## src/rtl/rftpu_pkg.sv

```systemverilog
// rtl/rftpu_pkg.sv - shared defaults, FSM state enum and row type for the weight streamer
package rftpu_pkg;

  localparam int RFTPU_ARRAY_DIM  = 8;
  localparam int RFTPU_DATA_WIDTH = 8;
  localparam int RFTPU_UB_DEPTH   = 256;
  localparam int RFTPU_ROW_W      = RFTPU_ARRAY_DIM * RFTPU_DATA_WIDTH;

  typedef logic [RFTPU_ROW_W-1:0] row_t;

  typedef enum logic [2:0] {
    IDLE  = 3'd0,
    FETCH = 3'd1,
    DRAIN = 3'd2,
    GAP   = 3'd3,
    DONE  = 3'd4
  } wstream_state_e;

endpackage

```

## src/rtl/rftpu_skid_buf2.sv

```systemverilog
// rtl/rftpu_skid_buf2.sv - 2-entry row skid buffer with bypass when empty and occupancy output
module rftpu_skid_buf2 #(
  parameter int WIDTH = 64
) (
  input  logic             clk,
  input  logic             rst,
  input  logic             in_valid,
  input  logic [WIDTH-1:0] in_data,
  input  logic             out_ready,
  output logic             out_valid,
  output logic [WIDTH-1:0] out_data,
  output logic [1:0]       count
);

  logic [WIDTH-1:0] mem0_q, mem1_q;
  logic [1:0]       cnt_q;
  logic             push, pop;

  // An empty buffer passes the incoming row straight through; otherwise the oldest held row leads
  assign out_valid = (cnt_q != 2'd0) || in_valid;
  assign out_data  = (cnt_q == 2'd0) ? in_data : mem0_q;
  assign pop       = out_ready && (cnt_q != 2'd0);
  assign push      = in_valid && !((cnt_q == 2'd0) && out_ready);
  assign count     = cnt_q;

  // FIFO storage: mem0 is the head, mem1 the second entry
  always_ff @(posedge clk or posedge rst) begin
    if (rst) begin
      mem0_q <= '0;
      mem1_q <= '0;
      cnt_q  <= 2'd0;
    end else if (push && pop) begin
      if (cnt_q == 2'd1) begin
        mem0_q <= in_data;
      end else begin
        mem0_q <= mem1_q;
        mem1_q <= in_data;
      end
    end else if (pop) begin
      mem0_q <= mem1_q;
      cnt_q  <= cnt_q - 2'd1;
    end else if (push) begin
      if (cnt_q == 2'd0) mem0_q <= in_data;
      else               mem1_q <= in_data;
      cnt_q <= cnt_q + 2'd1;
    end
  end

endmodule

```

## src/rtl/rftpu_weight_streamer.sv

```systemverilog
// rtl/rftpu_weight_streamer.sv - fetches weight tiles from the unified buffer and streams rows into the array; optional RFTPU_WSTREAM_PERF_EN stall counter
module rftpu_weight_streamer
  import rftpu_pkg::*;
#(
  parameter int ARRAY_DIM  = RFTPU_ARRAY_DIM,
  parameter int DATA_WIDTH = RFTPU_DATA_WIDTH,
  parameter int UB_DEPTH   = RFTPU_UB_DEPTH,
  parameter int ADDR_W     = $clog2(UB_DEPTH)
) (
  input  logic                            clk,
  input  logic                            rst,
  input  logic                            cmd_valid,
  output logic                            cmd_ready,
  input  logic [ADDR_W-1:0]               cmd_base_addr,
  input  logic [7:0]                      cmd_num_tiles,
  output logic                            mem_rd_en,
  output logic [ADDR_W-1:0]               mem_rd_addr,
  input  logic [ARRAY_DIM*DATA_WIDTH-1:0] mem_rd_data,
  input  logic                            ready_for_weights,
  output logic                            weight_load_en,
  output logic [$clog2(ARRAY_DIM)-1:0]    weight_row_sel,
  output logic [ARRAY_DIM*DATA_WIDTH-1:0] weight_data,
  output logic                            tile_done,
  output logic                            busy,
  output logic                            done,
  output logic [31:0]                     perf_stall_cycles
);

  localparam int ROW_W  = ARRAY_DIM * DATA_WIDTH;
  localparam int RSEL_W = $clog2(ARRAY_DIM);
  localparam logic [RSEL_W-1:0] LAST_ROW = RSEL_W'(ARRAY_DIM - 1);
  localparam logic [ADDR_W-1:0] LAST_ADDR = ADDR_W'(UB_DEPTH - 1);

  wstream_state_e state_q, state_d;

  logic [ADDR_W-1:0] rd_addr_q;
  logic [RSEL_W-1:0] rd_row_q;
  logic [7:0]        tiles_left_q;
  logic              rd_inflight_q;
  logic              load_en_q;
  logic [RSEL_W-1:0] row_sel_q;
  logic [RSEL_W-1:0] deliv_row_q;
  logic [ROW_W-1:0]  data_q;
  logic              tile_done_q;

  logic              accept;
  logic              skid_valid;
  logic [ROW_W-1:0]  skid_data;
  logic [1:0]        skid_cnt;
  logic [1:0]        occ;
  logic              deliver;

  assign accept  = (state_q == IDLE) && cmd_valid;
  // Reads in flight count against the buffer so a stall can never overflow it
  assign occ     = skid_cnt + {1'b0, rd_inflight_q};
  assign deliver = skid_valid && ready_for_weights;

  rftpu_skid_buf2 #(.WIDTH(ROW_W)) u_skid (
    .clk       (clk),
    .rst       (rst),
    .in_valid  (rd_inflight_q),
    .in_data   (mem_rd_data),
    .out_ready (ready_for_weights),
    .out_valid (skid_valid),
    .out_data  (skid_data),
    .count     (skid_cnt)
  );

  // FSM state register
  always_ff @(posedge clk or posedge rst) begin
    if (rst) state_q <= IDLE;
    else     state_q <= state_d;
  end

  // FSM next-state: a tile drains once its last row has actually been loaded
  always_comb begin
    state_d = state_q;
    unique case (state_q)
      IDLE:    if (cmd_valid) state_d = (cmd_num_tiles == 8'd0) ? DONE : FETCH;
      FETCH:   if (mem_rd_en && (rd_row_q == LAST_ROW)) state_d = DRAIN;
      DRAIN:   if (tile_done_q) state_d = (tiles_left_q == 8'd1) ? DONE : GAP;
      GAP:     state_d = FETCH;
      DONE:    state_d = IDLE;
      default: state_d = IDLE;
    endcase
  end

  // FSM outputs: reads only while the array is ready and the buffer has room
  always_comb begin
    cmd_ready = (state_q == IDLE);
    done      = (state_q == DONE);
    busy      = accept || (state_q == FETCH) || (state_q == DRAIN) || (state_q == GAP);
    mem_rd_en = (state_q == FETCH) && ready_for_weights && (occ < 2'd2);
  end

  // Read-side bookkeeping: running address, row within tile and tiles still to fetch
  always_ff @(posedge clk or posedge rst) begin
    if (rst) begin
      rd_addr_q     <= '0;
      rd_row_q      <= '0;
      tiles_left_q  <= 8'd0;
      rd_inflight_q <= 1'b0;
    end else begin
      rd_inflight_q <= mem_rd_en;
      if (accept) begin
        rd_addr_q    <= cmd_base_addr;
        rd_row_q     <= '0;
        tiles_left_q <= cmd_num_tiles;
      end else begin
        if (mem_rd_en) begin
          rd_addr_q <= (rd_addr_q == LAST_ADDR) ? '0 : rd_addr_q + ADDR_W'(1);
          rd_row_q  <= rd_row_q + RSEL_W'(1);
        end
        if ((state_q == DRAIN) && tile_done_q && (tiles_left_q != 8'd1))
          tiles_left_q <= tiles_left_q - 8'd1;
      end
    end
  end

  // Registered delivery to the array; payload and row index hold between loads
  always_ff @(posedge clk or posedge rst) begin
    if (rst) begin
      load_en_q   <= 1'b0;
      tile_done_q <= 1'b0;
      row_sel_q   <= '0;
      deliv_row_q <= '0;
      data_q      <= '0;
    end else begin
      load_en_q   <= deliver;
      tile_done_q <= deliver && (deliv_row_q == LAST_ROW);
      if (accept) begin
        deliv_row_q <= '0;
      end else if (deliver) begin
        row_sel_q   <= deliv_row_q;
        data_q      <= skid_data;
        deliv_row_q <= deliv_row_q + RSEL_W'(1);
      end
    end
  end

  assign mem_rd_addr    = rd_addr_q;
  assign weight_load_en = load_en_q;
  assign weight_row_sel = row_sel_q;
  assign weight_data    = data_q;
  assign tile_done      = tile_done_q;

`ifdef RFTPU_WSTREAM_PERF_EN
  logic [31:0] perf_q;
  logic        rows_remain;

  assign rows_remain = (state_q == FETCH) || (state_q == GAP) ||
                       ((state_q == DRAIN) && !tile_done_q);

  // Stall counter: array back-pressure while rows are still owed, saturating
  always_ff @(posedge clk or posedge rst) begin
    if (rst)
      perf_q <= 32'd0;
    else if (accept)
      perf_q <= 32'd0;
    else if (busy && !ready_for_weights && rows_remain && (perf_q != 32'hFFFF_FFFF))
      perf_q <= perf_q + 32'd1;
  end

  assign perf_stall_cycles = perf_q;
`else
  assign perf_stall_cycles = 32'd0;
`endif

endmodule

```

## config.mk

```make
export PLATFORM = sky130hd
export DESIGN_NAME = rftpu_weight_streamer
export DESIGN_NICKNAME = d
export VERILOG_FILES = /design/src/rtl/rftpu_pkg.sv /design/src/rtl/rftpu_skid_buf2.sv /design/src/rtl/rftpu_weight_streamer.sv
export SDC_FILE = /design/constraint.sdc
export NUM_CORES = 1
export LEC_CHECK = 0
export CAP_MARGIN = 20
export CORE_AREA = 5 5 147 149
export DETAILED_ROUTE_END_ITERATION = 8
export DIE_AREA = 0 0 152 154
export PLACE_DENSITY = 0.78
export RECOVER_POWER = 25
export SYNTH_ARGS = -nofsm -noshare
export SYNTH_HDL_FRONTEND = slang
export SYNTH_SLANG_ARGS = --single-unit
```

## constraint.sdc

```tcl
create_clock -name clk -period 10.17 [get_ports clk]
set_clock_uncertainty 0.05 [all_clocks]
set_input_delay 2.034 -clock clk [delete_from_list [all_inputs] [get_ports clk]]
set_output_delay 2.034 -clock clk [all_outputs]
set_load 0.05 [all_outputs]
```

==> key figures <==
Cells and area
  • Layout Cells excl Fill: 1375
  • Nets: 1186
  • Ant. Diodes: 0
  • Area Growth Syn to Fin: 24.4%
  • Layout cells sized above 1: 11.8%

Routing
  • Antenna Nets Post-Route: 0
  • First-pass DRT Iterations: 5
  • Wirelength per Cell: 17.9 um
  • Total Wirelength: 24.6 mm
  • DR iter-0 viols: 367
  • DRC violation count after routing: 0
  • Total number of vias: 7634
  • Via-per-instance ratio: 5.55

Setup path
  • CP required: 8.09 ns
  • Crit. End Element: primary output
  • Critical path startpoint category: primary input
  • Critical R2R Capture: u_skid.mem1_q[31]$_DFFE_PP0P_
  • Arr. time, crit path: 4.82 ns
  • R2R setup slack: 5.37 ns
  • Crit path kind: in -> out
  • Crit-path max FO: 12
  • Cells on worst reg2reg path: 10
  • Reg-to-Reg Start: u_skid.count[0]$_DFFE_PP0P_

Power and ir drop
  • Design Power: 4.85 mW
  • Peak supply drop: 0.215 mV
  • Leakage power: 5.37 nW
  • Cell Pwr Density: 378 nW/um^2

Worst hold path
  • Hold EP: weight_data[8]$_DFFE_PP0P_
  • Hold Path Depth: 2
  • Min-Delay Path Class: reg -> reg
  • Worst hold start: weight_data[8]$_DFFE_PP0P_

Clock network
  • TritonCTS Buffers: 25
  • Htree depth: 1
  • Total setup buffers inserted after CTS: 0
  • Post_cts resized: 0
  • Total clock sinks: 225
  • CTS tree: yes
  • Clock latency on the worst-skew pair: 0.51 ns
  • Root buf cell: clkbuf_16
  • Clk slew on worst S/H paths: 0.06 ns
  • Max Root-Sink Buffers: 3
  • # hold bufs at CTS: 0

Placed design
  • Port Buffer Count: 164
  • Number of placed instances, taps included: 1331
  • Dpl hpwl: 15.4 mm
  • Placer Congestion: 0.823

Run status
  • Failing checks: max-capacitance violations, max-slew violations
  • Outcome: finished, violations left

Timing
  • Worst slew margin: -45.1%
  • Final Hold Vio Count: 0
  • # setup viols final: 0
  • Final period utilization: 67.9%
  • Achievable Freq: 0.145 GHz
  • TNS Setup: 0 ns
  • Slew Viols, Final: 48
  • RSZ-0062 raised after global routing: no
  • Fin Hold WS: 0.425 ns
  • Worst-Margin Slew: 2.16 ns
  • Tmin final: 6.91 ns

Logic synthesis
  • Most numerous cell in the Yosys netlist: dfrtp_1
  • Flops & latches, synth: 225
  • Post-synth top area cell: dfrtp_1
  • Post-synth cell types: 59
  • Prevailing post-synth register cell: dfrtp_1
  • Post-synth design cell area: 10300 um^2
  • Top cells by count, synth: dfrtp_1 (225), nand2_1 (95), nor2_1 (80), o21ai_0 (76), mux2i_1 (71)
  • Largest cells by area after synthesis: dfrtp_1 (55%), mux2_2 (7.1%), mux2i_1 (6.9%)
  • Number of flops mapped to enable cells by yosys: 0
  • Syn avg cell area: 10.8 um^2
  • Register area share after synthesis: 54.6%
  • Fraction of registers with async set/reset: 100%
  • Synth Instances: 952
  • Post-synth top area share: 54.6%
  • Syn. warnings: 0

Global route
  • Total grt overflow: 0
  • Largest net degree at the start of global routing: 148
  • Initial antenna violation count: 2
  • Vias in the first global route: 7981
  • First-pass GRT wire length: 40.8 mm
  • Tot GR Track Use: 20.7%

Floorplan
  • Top-level I/O count: 197
  • Core Area: 20000 um^2
  • Initial core utilization: 51.4%
  • Die area: 23400 um^2
  • FP Rows: 52
  • Die width: 152 um
  • Die Span Y: 154 um

Flow run
  • Max-cap check violation count: 1
## worst max-delay path: stages
cell and delay, ns:
dlygate4sd3_1 1.04, and4bb_2 0.37, o21ai_0 0.11, buf_2 0.21, clkinv_1 0.19, clkdlybuf4s50_1 0.85
## where the power goes
| part | internal [mW] | switching, mW |
|---|---|---|
| clock network | 0.531 | 0.350 |
| registers | 1.35 | 0.281 |
| logic | 0.906 | 1.44 |
| total | 2.78 | 2.07 |
## cells in the final DEF, fill, tap and decap left out, types with 4 or more instances in the layout
| master | Yosys | layout |
|---|---|---|
| ha_1 | 11 | 10 |
| o211ai_1 | 4 | 4 |
| mux2_2 | 65 | 65 |
| conb_1 | 1 | 32 |
| buf_4 | 40 | 9 |
| a31oi_1 | 4 | 4 |
| clkbuf_1 | 20 | 4 |
| nor3_1 | 5 | 5 |
| clkdlybuf4s50_1 | 0 | 161 |
| o22ai_1 | 61 | 61 |
| dfrtp_1 | 225 | 225 |
| inv_1 | 13 | 12 |
| a21oi_1 | 69 | 69 |
| clkbuf_8 | 0 | 8 |
| nand2_1 | 95 | 95 |
| nand3_1 | 11 | 11 |
| nor2_1 | 80 | 80 |
| clkbuf_16 | 0 | 25 |
| o21ai_0 | 76 | 76 |
| mux2i_1 | 71 | 69 |
## per-layer routing
layer	share of wire, %	wire length (um)	track usage, %	vias up
met2	49	12000	35.2	240
met3	5.7	1410	3.93	46
met5	0.14	34	0	-
li1	-	-	-	3585
met1	43	10500	27.2	3759
met4	2.4	597	5.91	4
## worst max-delay path by stage
stage | start | end | slack (ns)
CTS | ready_for_weights | mem_rd_en | 2.94
finish | ready_for_weights | mem_rd_en | 3.26
global route | ready_for_weights | mem_rd_en | 3.16
global placement | ready_for_weights | mem_rd_en | 3.08
floorplan | rst | deliv_row_q[0]$_DFFE_PP0P_ | 1.92
detailed placement | ready_for_weights | mem_rd_en | 2.96
## through the flow
| step | area [um^2] | setup WS [ns] | utilization [%] |
|---|---|---|---|
| after floorplan | 10400 | 1.92 | - |
| after global placement | 12000 | 3.08 | 59.7 |
| after detailed placement | 12000 | 2.96 | 59.7 |
| after CTS | 12800 | 2.94 | 63.7 |
| after global routing | 12800 | 3.16 | 64.0 |
| final | 12800 | 3.26 | 64.0 |
## logic make-up after synthesis
group	after synthesis	synth area share, %
AOI/OAI and AO/OA	240	13.4
buffers and inverters	109	6.14
xor gates and xnor gates	6	0.510
and+or+nand+nor	219	9.31
other	1	0.0364
adders and majority gates	11	1.34
muxes	141	14.6
DFF	225	54.6
## state kept, by name, indices dropped and copies added (netlist names)
register        count
deliv_row_q         3
u_skid.mem1_q      64
weight_data        64
u_skid.mem0_q      64
weight_row_sel      3
u_skid.count        2
weight_load_en      1
tiles_left_q        8
tile_done           1
state_q             3
mem_rd_addr         8
rd_row_q            3
rd_inflight_q       1
## cell type report
cell class	count	area (um^2)
sequential	225	5630
timing repair buffer	176	1770
tap	270	338
inverter	14	53.8
clock buffer	37	751
clock inverter	4	51.3
multi-input combinational	649	4230
fill	1606	7220
(Power assumes the default switching activity.)
